===== config.mk =====
export PLATFORM = sky130hd
export DESIGN_NAME = proc_fetch_queue
export DESIGN_NICKNAME = d
export VERILOG_FILES = /design/src/rtl/proc_fetch_queue.sv
export SDC_FILE = /design/constraint.sdc
export NUM_CORES = 1
export LEC_CHECK = 0
export ABC_CLOCK_PERIOD_IN_PS = 2700
export BUFFER_PORTS_ARGS = -buffer_cell sky130_fd_sc_hd__buf_2
export CORE_MARGIN = 8
export CORE_UTILIZATION = 45
export CTS_BUF_LIST = sky130_fd_sc_hd__clkbuf_16
export DETAILED_ROUTE_END_ITERATION = 7
export HOLD_SLACK_MARGIN = 0.15
export PLACE_DENSITY = 0.68
export SKIP_LAST_GASP = 1
export SYNTH_ARGS = -nofsm -noshare
export SYNTH_HDL_FRONTEND = slang
export SYNTH_SLANG_ARGS = --single-unit

===== constraint.sdc =====
create_clock -name clk -period 2.7 [get_ports clk]
set_clock_uncertainty 0.2 [all_clocks]
set_input_delay 0.27 -clock clk [delete_from_list [all_inputs] [get_ports clk]]
set_output_delay 0.27 -clock clk [all_outputs]
set_load 0.02 [all_outputs]

===== src/rtl/proc_fetch_queue.sv =====
// proc_fetch_queue
//   In-order instruction fetch unit with a DEPTH-entry prefetch queue.
//   Requests are issued at the fetch PC, and each accepted request allocates a
//   queue entry. Responses come back in request order and fill entries in
//   allocation order. Decode pops filled entries from the head. A redirect
//   flushes the queue and marks every in-flight response for discard.
//
// Ports
//   clk, rst            clock; asynchronous active-low reset
//   redirect, redirect_pc   flush and restart fetch at redirect_pc
//   halt                suppress new requests (queue still drains)
//   mem_req_valid/ready/addr   fetch request handshake
//   mem_rsp_valid/data  in-order instruction return
//   out_valid/ready     head-of-queue handshake toward decode
//   out_instr, out_pc, out_incpc   head instruction, its PC and PC+PC_INC
//   err                 sticky: a response arrived with nothing outstanding
module proc_fetch_queue #(
    parameter int                ADDR_W   = 16,
    parameter int                DATA_W   = 16,
    parameter int                DEPTH    = 4,
    parameter int                PC_INC   = 2,
    parameter logic [ADDR_W-1:0] RESET_PC = '0
) (
    input  logic              clk,
    input  logic              rst,
    input  logic              redirect,
    input  logic [ADDR_W-1:0] redirect_pc,
    input  logic              halt,
    output logic              mem_req_valid,
    input  logic              mem_req_ready,
    output logic [ADDR_W-1:0] mem_req_addr,
    input  logic              mem_rsp_valid,
    input  logic [DATA_W-1:0] mem_rsp_data,
    output logic              out_valid,
    input  logic              out_ready,
    output logic [DATA_W-1:0] out_instr,
    output logic [ADDR_W-1:0] out_pc,
    output logic [ADDR_W-1:0] out_incpc,
    output logic              err
);

    localparam int PTR_W = $clog2(DEPTH);
    localparam int CNT_W = PTR_W + 1;
    localparam logic [CNT_W-1:0] DEPTH_C = CNT_W'(DEPTH);
    localparam logic [ADDR_W-1:0] INC_C = ADDR_W'(PC_INC);

    // Architectural state
    logic [ADDR_W-1:0] fpc_q, fpc_d;
    logic [CNT_W-1:0]  cnt_q, cnt_d;
    logic [CNT_W-1:0]  outst_q, outst_d;
    logic [CNT_W-1:0]  drop_q, drop_d;
    logic              err_q, err_d;
    logic [PTR_W-1:0]  alloc_ptr_q, alloc_ptr_d;
    logic [PTR_W-1:0]  fill_ptr_q, fill_ptr_d;
    logic [PTR_W-1:0]  head_ptr_q, head_ptr_d;
    logic [DEPTH-1:0]  filled_q, filled_d;

    // Entry payload storage; contents are don't-care until filled
    logic [ADDR_W-1:0] pc_q    [DEPTH];
    logic [DATA_W-1:0] instr_q [DEPTH];

    logic              req_fire;
    logic              pop_fire;
    logic              rsp_taken;   // response matched against an outstanding request
    logic              rsp_fill;    // response actually written into the queue
    logic [CNT_W-1:0]  outst_after_rsp;

    // Requests are gated by rst so nothing is presented while reset is held.
    assign mem_req_valid = rst && !halt && !redirect && (cnt_q < DEPTH_C) && (drop_q == '0);
    assign mem_req_addr  = fpc_q;

    assign out_valid = filled_q[head_ptr_q];
    assign out_instr = instr_q[head_ptr_q];
    assign out_pc    = pc_q[head_ptr_q];
    assign out_incpc = pc_q[head_ptr_q] + INC_C;
    assign err       = err_q;

    assign req_fire  = mem_req_valid && mem_req_ready;
    assign pop_fire  = out_valid && out_ready;
    assign rsp_taken = mem_rsp_valid && (outst_q != '0);
    // A response in a redirect cycle is always thrown away.
    assign rsp_fill  = rsp_taken && (drop_q == '0) && !redirect;

    assign outst_after_rsp = outst_q - CNT_W'(rsp_taken);

    // Per-entry filled flags: set by a fill, cleared by a pop, wiped by redirect.
    // A fill and a pop never target the same entry in one cycle: a filled head
    // with the fill pointer on it means every entry is filled and nothing is
    // outstanding.
    genvar gi;
    generate
        for (gi = 0; gi < DEPTH; gi++) begin : g_entry
            logic fill_here;
            logic pop_here;
            assign fill_here = rsp_fill && (fill_ptr_q == PTR_W'(gi));
            assign pop_here  = pop_fire && (head_ptr_q == PTR_W'(gi));
            assign filled_d[gi] = !redirect && ((filled_q[gi] && !pop_here) || fill_here);
        end
    endgenerate

    always_comb begin
        fpc_d       = fpc_q;
        cnt_d       = cnt_q;
        outst_d     = outst_q;
        drop_d      = drop_q;
        err_d       = err_q;
        alloc_ptr_d = alloc_ptr_q;
        fill_ptr_d  = fill_ptr_q;
        head_ptr_d  = head_ptr_q;

        if (mem_rsp_valid && (outst_q == '0)) begin
            err_d = 1'b1;
        end

        if (redirect) begin
            // Everything still in flight after this cycle's response must be
            // discarded before fetching resumes at the new PC.
            fpc_d       = redirect_pc;
            cnt_d       = '0;
            alloc_ptr_d = '0;
            fill_ptr_d  = '0;
            head_ptr_d  = '0;
            outst_d     = outst_after_rsp;
            drop_d      = outst_after_rsp;
        end else begin
            if (req_fire) begin
                fpc_d       = fpc_q + INC_C;
                alloc_ptr_d = alloc_ptr_q + PTR_W'(1);
            end
            if (rsp_taken && (drop_q != '0)) begin
                drop_d = drop_q - CNT_W'(1);
            end
            if (rsp_fill) begin
                fill_ptr_d = fill_ptr_q + PTR_W'(1);
            end
            if (pop_fire) begin
                head_ptr_d = head_ptr_q + PTR_W'(1);
            end
            cnt_d   = cnt_q + CNT_W'(req_fire) - CNT_W'(pop_fire);
            outst_d = outst_after_rsp + CNT_W'(req_fire);
        end
    end

    always_ff @(posedge clk or negedge rst) begin
        if (!rst) begin
            fpc_q       <= RESET_PC;
            cnt_q       <= '0;
            outst_q     <= '0;
            drop_q      <= '0;
            err_q       <= 1'b0;
            alloc_ptr_q <= '0;
            fill_ptr_q  <= '0;
            head_ptr_q  <= '0;
            filled_q    <= '0;
        end else begin
            fpc_q       <= fpc_d;
            cnt_q       <= cnt_d;
            outst_q     <= outst_d;
            drop_q      <= drop_d;
            err_q       <= err_d;
            alloc_ptr_q <= alloc_ptr_d;
            fill_ptr_q  <= fill_ptr_d;
            head_ptr_q  <= head_ptr_d;
            filled_q    <= filled_d;
        end
    end

    // Payload writes need no reset; validity is carried by filled_q.
    always_ff @(posedge clk) begin
        if (req_fire) begin
            pc_q[alloc_ptr_q] <= fpc_q;
        end
        if (rsp_fill) begin
            instr_q[fill_ptr_q] <= mem_rsp_data;
        end
    end

endmodule


==> results of run 1 <==
[kinds of logic (layout without fill, tap and decap cells)]
kind of cell	Yosys count	count (layout)
flops	164	164
compound gates	48	48
simple gates	102	102
fa+ha+maj	23	23
mux	39	39
xor+xnor	21	21
buf+inv	42	241
[worst max-delay path: stages (launching register included)]
cell and delay (ns):
dfrtp_2 0.43, buf_4 0.17, mux4_2 0.58, and2_1 0.20, nand4_1 0.18, nand3b_1 0.19, xnor2_2 0.12, buf_4 0.16
[worst max path at each step]
stage	start	cells past startpoint	slack, ns	endpoint
after floorplan	head_ptr_q[0]	11	-0.11	cnt_q[1]
after global placement	head_ptr_q[0]	9	0.11	cnt_q[1]
after detailed placement	head_ptr_q[0]	8	0.02	out_incpc[13]
after CTS	head_ptr_q[0]	8	-0.27	out_incpc[13]
after global routing	head_ptr_q[0]	8	-0.34	out_incpc[13]
final	head_ptr_q[0]	7	-0.21	out_incpc[13]
[layer usage]
layer,vias up,track usage
li1,2040,-
met4,0,0.0503
met1,2241,0.194
met5,-,0
met2,128,0.282
met3,15,0.0343
[cell usage after synthesis, types with 2 or more instances]
| master | instances | area (um^2) |
|---|---|---|
| a22oi_1 | 2 | 15.0 |
| inv_1 | 23 | 86.3 |
| nor2b_1 | 5 | 31.3 |
| nand4_1 | 3 | 18.8 |
| and3_1 | 6 | 37.5 |
| buf_6 | 2 | 22.5 |
| nor4_1 | 2 | 12.5 |
| mux4_2 | 25 | 563 |
| and2_1 | 11 | 68.8 |
| buf_4 | 4 | 30.0 |
| o311ai_0 | 5 | 43.8 |
| edfxtp_1 | 128 | 3840 |
| nor2_2 | 2 | 12.5 |
| mux4_1 | 8 | 210 |
| o21ai_0 | 17 | 85.1 |
| mux2i_1 | 5 | 50.1 |
| ha_1 | 22 | 275 |
| xnor2_1 | 12 | 105 |
| nand3_1 | 9 | 45.0 |
| nor3_1 | 4 | 20.0 |
| and2_4 | 2 | 17.5 |
| nand2_1 | 30 | 113 |
| a31o_1 | 2 | 17.5 |
| a31oi_1 | 4 | 25.0 |
| nor2_1 | 20 | 75.1 |
| a32oi_1 | 3 | 26.3 |
| a31o_2 | 2 | 17.5 |
| dfrtp_1 | 36 | 901 |
| xor2_1 | 9 | 78.8 |
| clkbuf_1 | 7 | 26.3 |
| a21oi_1 | 5 | 25.0 |
| buf_2 | 3 | 15.0 |
[sequential cells by signal, indices dropped and copies added, names as in the netlist]
register and count:
alloc_ptr_q 2, cnt_q 3, drop_q 3, err 1
fill_ptr_q 2, filled_q 4, head_ptr_q 2, instr_q 64
mem_req_addr 16, outst_q 3, pc_q 64
[power groups by stage]
stage          registers [uW]  clock network, uW  logic [uW]
3_3_place_gp             3030                  0         894
5_1_grt                  3000               2500        1130
4_1_cts                  2980               2390        1020
6_report                 2990               2350        1020
2_1_floorplan            3030                  0         605
3_5_place_dp             3040                  0         926
[layout make-up]
class                      count  area [um^2]  area share
multi-input combinational    233         2250       0.243
clock inverter                14          153      0.0165
sequential                   164         4750       0.512
timing repair buffer         186         1330       0.144
clock buffer                  17          425      0.0459
tap                          216          270      0.0292
inverter                      24         90.1     0.00972
[stage by stage]
| stage | hold slack, ns | power [uW] | utilization | worst slack [ns] |
|---|---|---|---|---|
| floorplan | -0.226 | 3630 | - | -0.113 |
| global placement | 0.188 | 3920 | 0.519 | 0.110 |
| detailed placement | 0.198 | 3960 | 0.519 | 0.0210 |
| CTS | 0.187 | 6400 | 0.589 | -0.274 |
| global route | 0.215 | 6620 | 0.592 | -0.335 |
| finish | 0.198 | 6350 | 0.592 | -0.209 |
[timing repair]
action / in CTS / in global routing
pin swaps: 5 / 4
endpoints found under the setup margin: 11 / 19
gates resized for setup: 24 / 3
endpoints found under the hold margin: 119 / 0
setup buffers: 13 / 5
hold buffers: 35 / 0
==> results.toml, run 1 <==
[outcome]
outcome = "finished, violations left"
violations = "negative setup slack"

[floorplanning]
die_width_um = 142
fp.dieArea_mm2 = 0.0201
core_area_mm2 = 0.0157
start_util = 0.454
rows = 46
die_h_um = 142
io_pins = 106

[cts]
cts_buffer_depth = 2
path_clk_slew_ns = 0.06
root_buffer = "clkbuf_16"
clock-sinks = 164
insertion_delay_ns = 0.42
cts_tree = "done"
cts_made_buffers = 17
cts_max_level = 4

[timing]
fin_crit_ns = 2.91
tightestPinTransition_ns = 0.714
fin_crit_sh = 1.08
fin_setup_tns_ns = -0.886
fmax_mhz = 344
hold_violations = 0
relSlewSlack = 0.520
setup_slack_ns = -0.209
rsz0062_at_grt = "yes"
slew_violations = 0
finalSetupViolations = 8

[layout]
num-fill-cells = 1234
layoutNonFillerInstCount = 854
layout.nets = 688
diodes = 0
areaGrowthSynthToFinish_pct = 30.3
layout_common_cells = "128 x edfxtp_1, 98 x buf_2, 45 x buf_4"
layout_commonest_cell = "edfxtp_1"
postLayoutCellArea_mm2 = 0.00927
drive_gt1_frac = 0.378

[global_routing]
grt_pass1_wl_um = 24900
antenna_found_initial = 0
track_usage = 0.160
grt_max_degree = 38
grt_overflow = 0
first_global_vias = 4672

[logic_synthesis]
synth_edf_count = 128
seq_area_frac_synth = 0.667
synth-simple-area-share = 0.0739
async_flop_share = 0.220
yosysWarnings = 0
ys.flop_type = "edfxtp_1"
yosys_register_bits = 164
ys_types = 53
synth_mux_area_frac = 0.117
synthesis.nets = 501
synth_xor_xnor_area_share = 0.0259
synthAdderAreaFrac = 0.0415
avgSynthCellArea_um2 = 16.2
synth-compound-area-share = 0.0450
synth_top_family_by_area = "multiplexers"
syn_inst = 439
syn_area_mm2 = 0.00711

[drt]
maxUsedRoutingLayer = "met4"
firstDrtPassIters = 5
dr_total_vias = 4424
antenna_left = 0
drt-met1-wl_um = 6540
wl_per_cell_um = 18.2
dr_wl_met3_um = 729
drt-vias-per-instance = 5.18
dr_wl_met2_um = 8130
dr.first_iter.drc_count = 361
wirelength_um = 15600
drc = 0

[critical_path]
worst-r2r-setup-slack_ns = 0.01
critPathKind = "flop to primary output"
r2r_cells = 10
r2r_start = "head_ptr_q[0]"
endpoint_kind = "primary output"
reg2reg_to = "cnt_q[1]"
arrival_ns = 2.44
crit_fanout = 4
cp.required_ns = 2.23
start_kind = "flop"

[placement]
place_area_mm2 = 0.00812
routabilityCongestion = 0.804
portBuffers = 105
placed_cells = 770
dp_hpwl_um = 10600

[min_path]
hold_end = "head_ptr_q[1]"
hp-class = "input port to flop"
hold_depth = 3
hp-start = "redirect"

[pwr]
pwr-share-clk = 0.370
power_density_mw_per_mm2 = 686
ir_worst_vdd_mv = 0.364
p_leak_uw = 0.00357
power_frac_seq = 0.470
comb_power_share = 0.160
power.internal_uw = 4700
swShare = 0.261
p_sw_uw = 1660

[job]
drv_cap = 0
Note: power is estimated with default switching activity, not from simulation.
==> run 2: changes to the inputs <==
CORE_UTILIZATION = 51   (was 45)
PLACE_DENSITY = 0.75   (was 0.68)
==> run 2 against run 1 <==
Against the previous run: the flow still finishes with violations (negative setup slack); cell area increased by 0.86%; via count increased by 1.9%; cell count decreased by 3.7%; sequential share of layout area decreased by 0.44 points; combinational power about the same; highest routed layer unchanged; critical path depth increased by 1.
==> results.toml, run 2 (synthesized netlist as in run 1, its figures left out) <==
[cts]
root_buffer = "clkbuf_16"
cts_tree = "done"
path_clk_slew_ns = 0.06
cts_buffer_depth = 2
cts_made_buffers = 17
clock-sinks = 164
insertion_delay_ns = 0.42
cts_max_level = 4

[layout]
layout_commonest_cell = "edfxtp_1"
diodes = 0
layout.nets = 691
regArea_mm2 = 0.00475
layout_common_cells = "128 x edfxtp_1, 96 x buf_2, 44 x buf_4"
multi_input_area_mm2 = 0.00228
postLayoutCellArea_mm2 = 0.00935
areaGrowthSynthToFinish_pct = 31.4
num-fill-cells = 892
drive_gt1_frac = 0.388

[placement]
place_area_mm2 = 0.00809
routabilityCongestion = 0.850
dp_hpwl_um = 10100
portBuffers = 105
place_ws_ns = 0.0428

[critical_path]
critPathKind = "flop to primary output"
reg2reg_to = "cnt_q[1]"
worst-r2r-setup-slack_ns = 0.13
r2r_cells = 9
cp.required_ns = 2.23
start_kind = "flop"
r2r_start = "head_ptr_q[0]"
crit_fanout = 4
endpoint_kind = "primary output"
arrival_ns = 2.57

[timing]
hold_violations = 0
fmax_mhz = 329
slew_violations = 0
relSlewSlack = 0.560
fin_setup_tns_ns = -2.22
rsz0062_at_grt = "yes"
fin_crit_sh = 1.13
fin_crit_ns = 3.04
holdWs_ns = 0.177
setup_slack_ns = -0.338
tightestPinTransition_ns = 0.654
finalSetupViolations = 13

[outcome]
outcome = "finished, violations left"
violations = "negative setup slack"

[drt]
wl_per_cell_um = 19.3
drt-vias-per-instance = 5.48
drc = 0
firstDrtPassIters = 5
dr.first_iter.drc_count = 453
dr_total_vias = 4506
antenna_left = 0
wirelength_um = 15900

[global_routing]
track_usage = 0.180
grt_overflow = 0
first_global_vias = 4767
grt_max_degree = 38
antenna_found_initial = 0
grt_pass1_wl_um = 24900

[pwr]
p_leak_uw = 0.00365
ir_worst_vdd_mv = 0.340
power_density_mw_per_mm2 = 695

[min_path]
hold_end = "fill_ptr_q[1]"
hp-class = "input port to flop"
hold_depth = 3
hp-start = "redirect"

[floorplanning]
die_width_um = 134
io_pins = 106
fp.dieArea_mm2 = 0.0180
die_h_um = 134
core_area_mm2 = 0.0138
rows = 43
start_util = 0.516

[job]
drv_cap = 0
==> run 2: stage by stage <==
| stage | total power [uW] | util | std cells |
|---|---|---|---|
| 2_1_floorplan | 3630 | - | 439 |
| 3_3_place_gp | 3920 | 0.588 | 738 |
| 3_5_place_dp | 3960 | 0.588 | 738 |
| 4_1_cts | 6510 | 0.669 | 814 |
| 5_1_grt | 6740 | 0.679 | 822 |
| 6_report | 6500 | 0.679 | 822 |
==> run 2: repair_timing <==
action | CTS | global route
hold endpoints to repair | 120 | 0
pin swaps | 8 | 9
hold buffers | 35 | 0
setup endpoints to repair | 12 | 21
buffers inserted | 9 | 8
gates resized for setup | 25 | 16
==> run 2: layout make-up <==
type / count / area share
timing repair buffer: 189 / 0.148
inverter: 24 / 0.00991
clock buffer: 17 / 0.0455
sequential: 164 / 0.508
multi-input combinational: 233 / 0.244
clock inverter: 15 / 0.0197
tap: 180 / 0.0241
==> run 2: where the power goes <==
group	total (uW)	leakage [uW]	switching (uW)	internal, uW
logic	1050	0.00175	560	487
clock network	2470	0.000295	1060	1410
registers	2980	0.00161	120	2860
==> run 2: critical path: stages, from the launching register on <==
cell and delay, ns:
dfrtp_2 0.46, mux4_2 0.41, ha_4 0.18, nand2_4 0.06, o22ai_4 0.17, nand4_1 0.27
nand3b_1 0.29, xnor2_2 0.14, buf_4 0.16
==> run 2: worst max-delay path by stage <==
stage | cells past startpoint | endpoint | start
after global routing | 8 | out_incpc[13] | head_ptr_q[0]
final | 8 | out_incpc[13] | head_ptr_q[0]
after floorplan | 11 | cnt_q[1] | head_ptr_q[0]
after detailed placement | 8 | out_incpc[15] | head_ptr_q[0]
after global placement | 8 | out_incpc[15] | head_ptr_q[0]
after CTS | 8 | out_incpc[13] | head_ptr_q[0]
==> run 2: metal layers <==
metal | part of all wire | track usage | up-vias
met5 | 0 | 0 | -
met3 | 0.066 | 0.0419 | 43
met4 | 0.026 | 0.0742 | 0
met2 | 0.50 | 0.305 | 188
li1 | - | - | 2052
met1 | 0.40 | 0.217 | 2223
==> run 3: changes to the inputs <==
BUFFER_PORTS_ARGS = -buffer_cell sky130_fd_sc_hd__buf_4   (was -buffer_cell sky130_fd_sc_hd__buf_2)
==> run 3 against run 2 <==
Against the previous run: the flow still finishes with violations (negative setup slack); routed wire length is 0.57% lower; core utilization rose by 0.71 points; sequential share of layout area decreased by 0.52 points; worst setup slack gained 0.077 ns; global-route usage up 0.43 points; flip-flop and latch count unchanged; critical path depth unchanged; non-clock buffer count is 11 lower; clock-buffer cell count unchanged; cell count down 1.3%; critical path type unchanged; largest power group unchanged; highest routed layer unchanged.
==> results.toml, run 3 (synthesized netlist as in run 1, its figures left out) <==
[pwr]
power_density_mw_per_mm2 = 707
p_leak_uw = 0.00367
p_total_uw = 6680
ir_worst_vdd_mv = 0.447

[global_routing]
first_global_vias = 4701
grt_overflow = 0
grt_max_degree = 38
grt_pass1_wl_um = 25500
antenna_found_initial = 0
track_usage = 0.184

[critical_path]
start_kind = "flop"
cp_top_family = "simple AND/OR/NAND/NOR gates"
path_cells = "mux4_2 -> ha_4 -> nand2_2 -> o22ai_2 -> nand4_1 -> nand3b_1 -> xnor2_2 -> buf_4"
cp.required_ns = 2.23
critPathKind = "flop to primary output"
arrival_ns = 2.49
crit_path_max_incr_delay_ns = 0.44
slowest_stage = "dfrtp_2"
crit_fanout = 4
endpoint_kind = "primary output"
critPathBufInv = 1

[layout]
drive_gt1_frac = 0.363
diodes = 0
layout_commonest_cell = "buf_4"
layout.nets = 680
layout_common_cells = "138 x buf_4, 128 x edfxtp_1, 35 x dfrtp_1, 35 x dlygate4sd3_1"
areaGrowthSynthToFinish_pct = 32.8
layoutNonFillerInstCount = 811

[timing]
slew_violations = 0
fmax_mhz = 338
fin_crit_sh = 1.10
setup_slack_ns = -0.262
relSlewSlack = 0.490
rsz0062_at_grt = "yes"
fin_crit_ns = 2.96
finalSetupViolations = 10
tightestPinTransition_ns = 0.758
holdWs_ns = 0.200
hold_violations = 0

[drt]
maxUsedRoutingLayer = "met4"
firstDrtPassIters = 4
dr_wl_met2_um = 8160
antenna_left = 0
wl_per_cell_um = 19.4
drc = 0
drt-met1-wl_um = 6380
dr_total_vias = 4435
dr.first_iter.drc_count = 409
wirelength_um = 15800
drt-vias-per-instance = 5.47
dr_wl_met3_um = 932

[placement]
dp_hpwl_um = 10400
place_ws_ns = 0.0227
routabilityCongestion = 0.832
portBuffers = 105
placed_cells = 735

[floorplanning]
start_util = 0.516
core_area_mm2 = 0.0138
die_width_um = 134
io_pins = 106
fp.dieArea_mm2 = 0.0180
rows = 43
die_h_um = 134

[cts]
path_clk_slew_ns = 0.06
cts_made_buffers = 17
cts_tree = "done"
clock-sinks = 164
insertion_delay_ns = 0.42
cts_max_level = 4
cts_buffer_depth = 2
root_buffer = "clkbuf_16"

[outcome]
outcome = "finished, violations left"
violations = "negative setup slack"

[min_path]
hp-class = "input port to flop"

[job]
drv_cap = 0
==> run 3: changes by cell type in the layout (fill, tap and decap cells not counted), moves of 2 or more <==
cell,delta
buf_4,+94
inv_1,+3
buf_12,-4
buf_8,-2
clkinv_1,+3
clkinv_2,+2
buf_2,-96
buf_6,-3
inv_6,-5
bufinv_16,+4
inv_8,-5
==> run 3: layout make-up <==
class | count | area, um^2
inverters | 24 | 90.1
repair buffers | 178 | 1470
clock buffers | 17 | 425
fillers | 918 | 4330
flip-flops and latches | 164 | 4750
clock inverters | 15 | 220
well taps | 180 | 225
multi-input cells | 233 | 2270
==> run 3: timing repair <==
action | 4_1_cts | 5_1_grt
cloned | 0 | 0
gates resized for setup | 12 | 5
hold buffers | 35 | 0
endpoints found under the setup margin | 11 | 28
pin swaps | 8 | 4
buffers inserted | 8 | 3
endpoints found under the hold margin | 120 | 0
==> run 3: final timing paths <==
path                               start                to  slack (ns)  depth (start not counted)
setup / recovery           head_ptr_q[0]     out_incpc[13]       -0.26                          8
hold / removal                  redirect          cnt_q[1]        0.20                          3
setup reg to reg           head_ptr_q[0]          cnt_q[1]        0.04                          9
hold reg to reg                      err               err        0.28                          1
max in group asynchronous            rst     head_ptr_q[0]        1.59                          3
min in group asynchronous            rst  mem_req_addr[14]        0.33                          3
==> run 3: stage by stage <==
step	area (um^2)	TNS, ns	util
6_report	9440	-1.11	0.686
5_1_grt	9440	-3.50	0.686
4_1_cts	9400	-1.20	0.683
3_5_place_dp	8320	0	0.604
3_3_place_gp	8320	0	0.604
2_1_floorplan	7170	-0.187	-
==> run 3: per-layer routing <==
layer  track usage  vias up
met3        0.0501       27
met4        0.0749        0
met5             0        -
li1              -     2035
met2         0.310      155
met1         0.220     2218
==> run 3: power by group <==
group          internal, uW  switching (uW)  total [uW]
Combinational           511             561        1070
Sequential             2860             125        2990
Clock                  1710             909        2620
Total                  5080            1590        6680
==> run 3: worst reg2reg max path: cells and delay by family (launching register included) <==
| family | cells | cell delay [ns] |
|---|---|---|
| buffers and inverters | 3 | 0.32 |
| AND/OR/NAND/NOR | 2 | 0.24 |
| flip-flops | 1 | 0.41 |
| multiplexers | 1 | 0.54 |
| adder cells (fa/ha/maj) | 3 | 0.83 |
